### config.mk
export PLATFORM = sky130hd
export DESIGN_NAME = mult_control
export DESIGN_NICKNAME = d
export VERILOG_FILES = /design/src/rtl/mult_control.sv
export SDC_FILE = /design/constraint.sdc
export NUM_CORES = 1
export LEC_CHECK = 0
export CAP_MARGIN = 20
export CORE_ASPECT_RATIO = 1.5
export CORE_UTILIZATION = 44
export CTS_CLUSTER_DIAMETER = 40
export CTS_CLUSTER_SIZE = 8
export DETAILED_ROUTE_END_ITERATION = 8
export HOLD_SLACK_MARGIN = 0.08
export PLACE_DENSITY = 0.8
export SLEW_MARGIN = 20
export SYNTH_ARGS = -nofsm -noshare
export SYNTH_HDL_FRONTEND = slang
export SYNTH_SLANG_ARGS = --single-unit
### constraint.sdc
create_clock -name Clk -period 1.6 [get_ports Clk]
set_input_delay 0.16 -clock Clk [delete_from_list [all_inputs] [get_ports Clk]]
set_output_delay 0.16 -clock Clk [all_outputs]
set_load 0.005 [all_outputs]
### src/rtl/mult_control.sv
// Sequencer and X/A/B/S registers for a signed add-shift multiplier.
// The 9-bit add/subtract adder is external and driven through add_a/add_b/add_sub.
module mult_control #(
    parameter int N_BITS = 8
) (
    input  logic              Clk,
    input  logic              Reset,
    input  logic              Run,
    input  logic              ClearA_LoadB,
    input  logic [N_BITS-1:0] Switches,
    output logic [N_BITS:0]   add_a,
    output logic [N_BITS:0]   add_b,
    output logic              add_sub,
    input  logic [N_BITS:0]   add_s,
    input  logic              add_cout,
    output logic [N_BITS-1:0] Aval,
    output logic [N_BITS-1:0] Bval,
    output logic              Xval,
    output logic              Done
);

    localparam int CW = $clog2(N_BITS);

    typedef enum logic [2:0] {IDLE, CLR, ADD, SHIFT, HOLD} state_t;

    state_t            state, state_n;
    logic              x;
    logic [N_BITS-1:0] a, b, sreg;
    logic [CW-1:0]     count;
    logic              last;
    logic              load, clr, add_en, shift;
    logic              unused_cout;

    // Carry-out is meaningless once operands are sign-extended to 9 bits.
    assign unused_cout = add_cout;

    assign last  = (count == CW'(N_BITS - 1));
    assign add_a = {a[N_BITS-1], a};
    assign add_b = {sreg[N_BITS-1], sreg};
    assign Aval  = a;
    assign Bval  = b;
    assign Xval  = x;

    always_ff @(posedge Clk) begin
        if (Reset) state <= IDLE;
        else       state <= state_n;
    end

    always_comb begin
        state_n = state;
        load    = 1'b0;
        clr     = 1'b0;
        add_en  = 1'b0;
        shift   = 1'b0;
        add_sub = 1'b0;
        Done    = 1'b0;
        unique case (state)
            IDLE: begin
                if (ClearA_LoadB) load    = 1'b1;
                else if (Run)     state_n = CLR;
            end
            CLR: begin
                clr     = 1'b1;
                state_n = ADD;
            end
            ADD: begin
                add_en  = 1'b1;
                // The sign bit of B carries negative weight: subtract.
                add_sub = last;
                state_n = SHIFT;
            end
            SHIFT: begin
                shift   = 1'b1;
                state_n = last ? HOLD : ADD;
            end
            HOLD: begin
                Done = 1'b1;
                load = ClearA_LoadB;
                if (!Run) state_n = IDLE;
            end
            default: state_n = IDLE;
        endcase
    end

    always_ff @(posedge Clk) begin
        if (Reset) begin
            x     <= 1'b0;
            a     <= '0;
            b     <= '0;
            sreg  <= '0;
            count <= '0;
        end else if (load) begin
            x <= 1'b0;
            a <= '0;
            b <= Switches;
        end else if (clr) begin
            x     <= 1'b0;
            a     <= '0;
            sreg  <= Switches;
            count <= '0;
        end else if (add_en) begin
            if (b[0]) {x, a} <= add_s;
        end else if (shift) begin
            a <= {x, a[N_BITS-1:1]};
            b <= {a[0], b[N_BITS-1:1]};
            if (!last) count <= count + 1'b1;
        end
    end

endmodule

==> Yosys cells after proc, flatten, opt, wreduce, memory -nomap -nowiden <==
Index checks and enable logic that the tools add are counted.
{ "word_totals": {"n_memories": 0, "mem_bits_rw": 0, "latchBits": 0, "wordCells": 55, "regBits": 31, "romBits": 0, "input_bits": 22} }
{ "classes": {"bitwise": 1, "n_lt_le_gt_ge": 0, "add_sub_neg": 1, "n_mux": 23, "n_div": 0, "n_mul": 0, "n_shift": 0, "eq_ne": 13, "reduce_logical": 11} }
{ "ops": {"columns": ["cell", "count"], "rows": [
  ["$mux W8", 7],
  ["$mux W3", 8],
  ["$pmux W3 S5", 1],
  ["$ne A2 B2 Y1 const B", 7],
  ["$eq A3 B2 Y1 const B", 2],
  ["$eq A3 B3 Y1 const B", 2],
  ["$mux W1", 6],
  ["$reduce_and A2 Y1", 3],
  ["$reduce_and A3 Y1", 2],
  ["$reduce_bool A2 Y1", 3],
  ["$reduce_and A4 Y1", 1],
  ["$add A3 B1 Y3 const B", 1],
  ["$eq A3 B1 Y1 const B", 1],
  ["$logic_not A3 Y1", 1],
  ["$reduce_or A3 Y1", 1],
  ["$ne A2 B1 Y1 const B", 1],
  ["$pmux W1 S2", 1],
  ["$not A1 Y1", 1]
]} }

==> Longest topological paths before layout <==
{ "logic_depth": {"depth_word": 6, "ltp_mapped": 6, "ltp_nobuf": 5} }

==> Worst setup path before layout <==
No wires, ideal clock.
{ "synth_path": {"path_type": "register -> register", "start": "register state[0]", "end": "register a[6] (netlist: Aval[6])", "slack_ns": 0.200, "required_time_ns": 1.497, "path_buffers": 3, "arrival_time_ns": 1.296, "path_stages_with_launch": 7, "setup_time_ns": 0.103, "path_cell_list": "dfxtp_1 -> buf_6 -> or2_1 -> buf_6 -> and2_4 -> buf_6 -> a2111oi_2"} }
{ "synth_via": {"elab_chain_cells": 4, "word_cells_on_any_way": 14, "cone_classes": "eq/ne (5); mux (5); reduce/logical (4)"} }
{ "synth_rtl": {"columns": ["element", "line_no", "rtl"], "rows": [
  ["start, declared", "26", "state_t state, state_n;"],
  ["start signal, assigned", "46", "else state <= state_n;"],
  ["$eq A3 B2 Y1", "57", "unique case (state)"],
  ["$mux W1", "57", null],
  ["$ne A2 B2 Y1 (no line) or $reduce_bool A2 Y1 (tied branches)", null, null],
  ["$reduce_and A2 Y1 (no line)", null, null],
  ["end signal, assigned", "102", "if (b[0]) {x, a} <= add_s;"],
  ["end signal, assigned", "104", "a <= {x, a[N_BITS-1:1]};"],
  ["end, declared", "28", "logic [N_BITS-1:0] a, b, sreg;"]
]} }
Parallel ways exist; a longest one is shown, timed or not.
A chain may end at the register's enable or synchronous reset.

==> Worst setup path in the final report <==
{ "layout_path": {"start": "register count[0]", "end": "output add_sub"} }
{ "layout_via": {"elab_chain_cells": 2} }
{ "layout_rtl": {"columns": ["element", "line_no", "rtl"], "rows": [
  ["start, declared", "29", "logic [CW-1:0] count;"],
  ["start signal, assigned", "106", "if (!last) count <= count + 1'b1;"],
  ["$eq A3 B3 Y1", "37", "assign last = (count == CW'(N_BITS - 1));"],
  ["$mux W1", "57", null],
  ["end, declared", "13", "output logic add_sub,"]
]} }
Every way passes these cells.

==> summary.md <==
| Metric | Value |
|---|---|
| Initial antenna violation count | `0` |
| Setup violators final | `0` |
| CP Class | `flip-flop to output port` |
| Area delta synth->final | `44.7%` |
| Netlist Area Pre-Place | `1560 µm²` |
| Largest net degree at the start of global routing | `15` |
| Syn. warnings | `0` |
| Crit path cell chain | `ha_2, ha_2, and2_4, nor3b_2, buf_2` |
| Seq cells post-synth | `31` |
| Final Hold Violating Endpoints | `0` |
| Vias in the first global route | `1441` |
| First-pass GRT wire length | `6350 µm` |
| Fin nets | `242` |
| Hold Path Class | `flip-flop to flip-flop` |
| Clk pin slew, worst setup/hold paths | `60 ps` |
| Worst path max stage delay | `330 ps` |
| Most used cell, CP | `ha_2` |
| Crit start category | `flip-flop` |
| CP bufs+invs | `1` |
| Mapped Nets | `186` |
| Core area | `3380 µm²` |
| RSZ-0062 raised after global routing | `false` |
| Number of buffers created by CTS | `5` |
| GRT Util Overall | `22.1%` |
| Final Skew | `2.01 ps` |
| Power, Total | `1.85 mW` |
| Instance count on the critical path | `5` |
| Number of remaining DRC errors | `1` |
| Initial Util | `46.0%` |
| WP data arrival | `1370 ps` |
| CP Data Required Time | `1440 ps` |
| Power density over cell area | `823 nW/µm²` |
| H-tree levels | `2` |
| IO Port Bufs | `57` |
| Max frequency | `655 MHz` |
| Non-filler cells, final | `260` |
| Period utilization | `95.5%` |
| CTS Hold Bufs | `0` |
| Worst setup margin | `72.7 ps` |
| Drt pass-1 iters | `6` |
| Sequential element share of the synthesized area | `39.9%` |
| Max Fanout on Critical Path | `2` |
| Max_cap viols | `0` |
| DR WL/cell | `15.1 µm` |
| Routed via count | `1422` |
| Post-Syn Area per Cell | `9.61 µm²` |
| Violated checks | `design-rule violations` |
| Outcome | `finished, violations left` |
| Post-synth cell types | `34` |
| FF-to-FF setup slack | `120 ps` |
| Layout cell share with drive strength beyond 1 | `23.9%` |
| GRT overflow | `0` |
| Commonest non-fill, non-tap cell in the layout | `clkdlybuf4s50_1` |
| Cells after synthesis | `162` |
| Tightest Pin Transition | `444 ps` |
| Worst setup path end | `add_sub` |
| WHS | `481 ps` |
| CTS Root Cell | `clkbuf_8` |
| Worst reg2reg startpoint | `state[0]` |
| Die ar. | `3780 µm²` |
| Top-level port count | `59` |
| Clk_lat worst skew | `280 ps` |
| VDD IR max | `0.618 mV` |
| Critical path startpoint | `count[0]` |
| Reg2Reg Depth | `4` |
| Largest buffer count on any clock path | `2` |
| Diode count | `0` |
| Chip Height | `74.8 µm` |
| CP top delay family | `flip-flops` |
| Finished Core Util | `66.6%` |
| Leakage | `0.823 nW` |
| # rows | `26` |
| Slew margin rel. | `70.3%` |
| CP max-delay cell | `dfxtp_2` |
| DRT antenna net count | `0` |
| Placed instance count | `251` |
| Via/cell ratio | `5.47` |
| Minimum clock period | `1530 ps` |
| DP Worst Slack | `-43.5 ps` |
| Routability cong. | `0.751` |
| Worst r2r dst | `Aval[6]` |
| Clk sinks | `31` |
| Final Max Tran Viols | `0` |
| Die width | `50.6 µm` |
| Most frequent cells in the layout | `clkdlybuf4s50_1, a21oi_1, dfxtp_1` |
| CTS tree | `built` |
| Final HPWL DP | `2910 µm` |
| Routed WL | `3940 µm` |
| Critical path endpoint category | `output port` |
| DRT iter0 DRCs | `34` |
## cell families after synthesis
kind of cell / Yosys count / share of synthesized area (%)
mux: 9 / 5.79
buf+inv: 32 / 12.0
simple gates: 28 / 10.8
compound gates: 60 / 30.0
flops: 31 / 39.9
fa+ha+maj: 2 / 1.61
## metrics by stage
| step | setup TNS, ps | cell area (µm²) |
|---|---|---|
| 2_1_floorplan | 0 | 1560 |
| 3_3_place_gp | -25.2 | 2120 |
| 3_5_place_dp | -43.5 | 2120 |
| 4_1_cts | 0 | 2240 |
| 5_1_grt | 0 | 2250 |
| 6_report | 0 | 2250 |
## tightest hold or removal path, delay by kind of cell, from the launching register on
kind | cells | cell delay, ps
flip-flops | 1 | 310
AO/OA/AOI/OAI | 2 | 120
## area by class of cell
class                   count  area, µm²
fillers                   276       1130
clock inverters             1       5.00
well taps                  42       52.6
flip-flops and latches     31        632
clock buffers               6       82.6
inverters                   9       33.8
multi-input cells          99        766
repair buffers             72        681
## cell usage after synthesis
cell type | instances | area (µm²)
dfxtp_1 | 31 | 621
ha_1 | 2 | 25.0
a32oi_1 | 1 | 8.76
nor2b_1 | 2 | 12.5
nor3b_2 | 1 | 12.5
and2_1 | 2 | 12.5
and2_4 | 1 | 8.76
nor2_1 | 2 | 7.51
a211oi_1 | 1 | 7.51
buf_4 | 10 | 75.1
a2111oi_4 | 1 | 27.5
mux2i_1 | 9 | 90.1
o21ai_0 | 11 | 55.1
clkbuf_2 | 1 | 5.00
nor4_1 | 1 | 6.26
clkbuf_1 | 5 | 18.8
o221a_2 | 8 | 90.1
buf_6 | 3 | 33.8
nand2b_1 | 2 | 12.5
nor3b_1 | 1 | 7.51
a21oi_4 | 1 | 16.3
a21o_1 | 1 | 7.51
nand4b_1 | 2 | 17.5
nor3_1 | 1 | 5.00
nor4bb_1 | 1 | 10.0
a2111oi_2 | 7 | 105
and3b_1 | 1 | 8.76
a21oi_1 | 28 | 140
or2_1 | 1 | 6.26
inv_1 | 9 | 33.8
a2111oi_0 | 1 | 8.76
or3_1 | 1 | 6.26
nand2_1 | 9 | 33.8
buf_2 | 4 | 20.0
## report_power, final
part	switching (mW)	leakage, nW	internal (mW)	total [mW]
clock	0.279	0.0470	0.337	0.615
sequential	0.0348	0.256	0.813	0.847
combinational	0.176	0.521	0.213	0.390
## per-layer routing
metal	vias to the layer above	wire [µm]	GRT usage, %	part of all wire, %
met1	677	1490	22.6	38
met2	44	2200	42.8	56
met4	0	85	9.88	2.2
li1	692	-	-	-
met3	9	163	4.44	4.1
met5	-	0	0	0
## what timing repair did
action | CTS | global route
setup buffers | 2 | 0
resized for setup | 11 | 7
setup endpoints to repair | 2 | 3
pin swaps | 0 | 0
## state kept, by name, indices dropped and copies added (netlist names)
name   count
count      3
sreg       8
Xval       1
Aval       8
Bval       8
state      3
## how the worst min path moves through the flow
stage                          end  cells past startpoint  slack, ps     start
after floorplan           state[1]                      1        250     Reset
after global placement    count[1]                      2        460  count[1]
after detailed placement   sreg[0]                      2        470   sreg[0]
after CTS                  sreg[1]                      2        480   sreg[1]
after global routing      count[1]                      2        500  count[1]
final                      sreg[4]                      2        480   sreg[4]
Note: power is estimated with default switching activity, not from simulation.
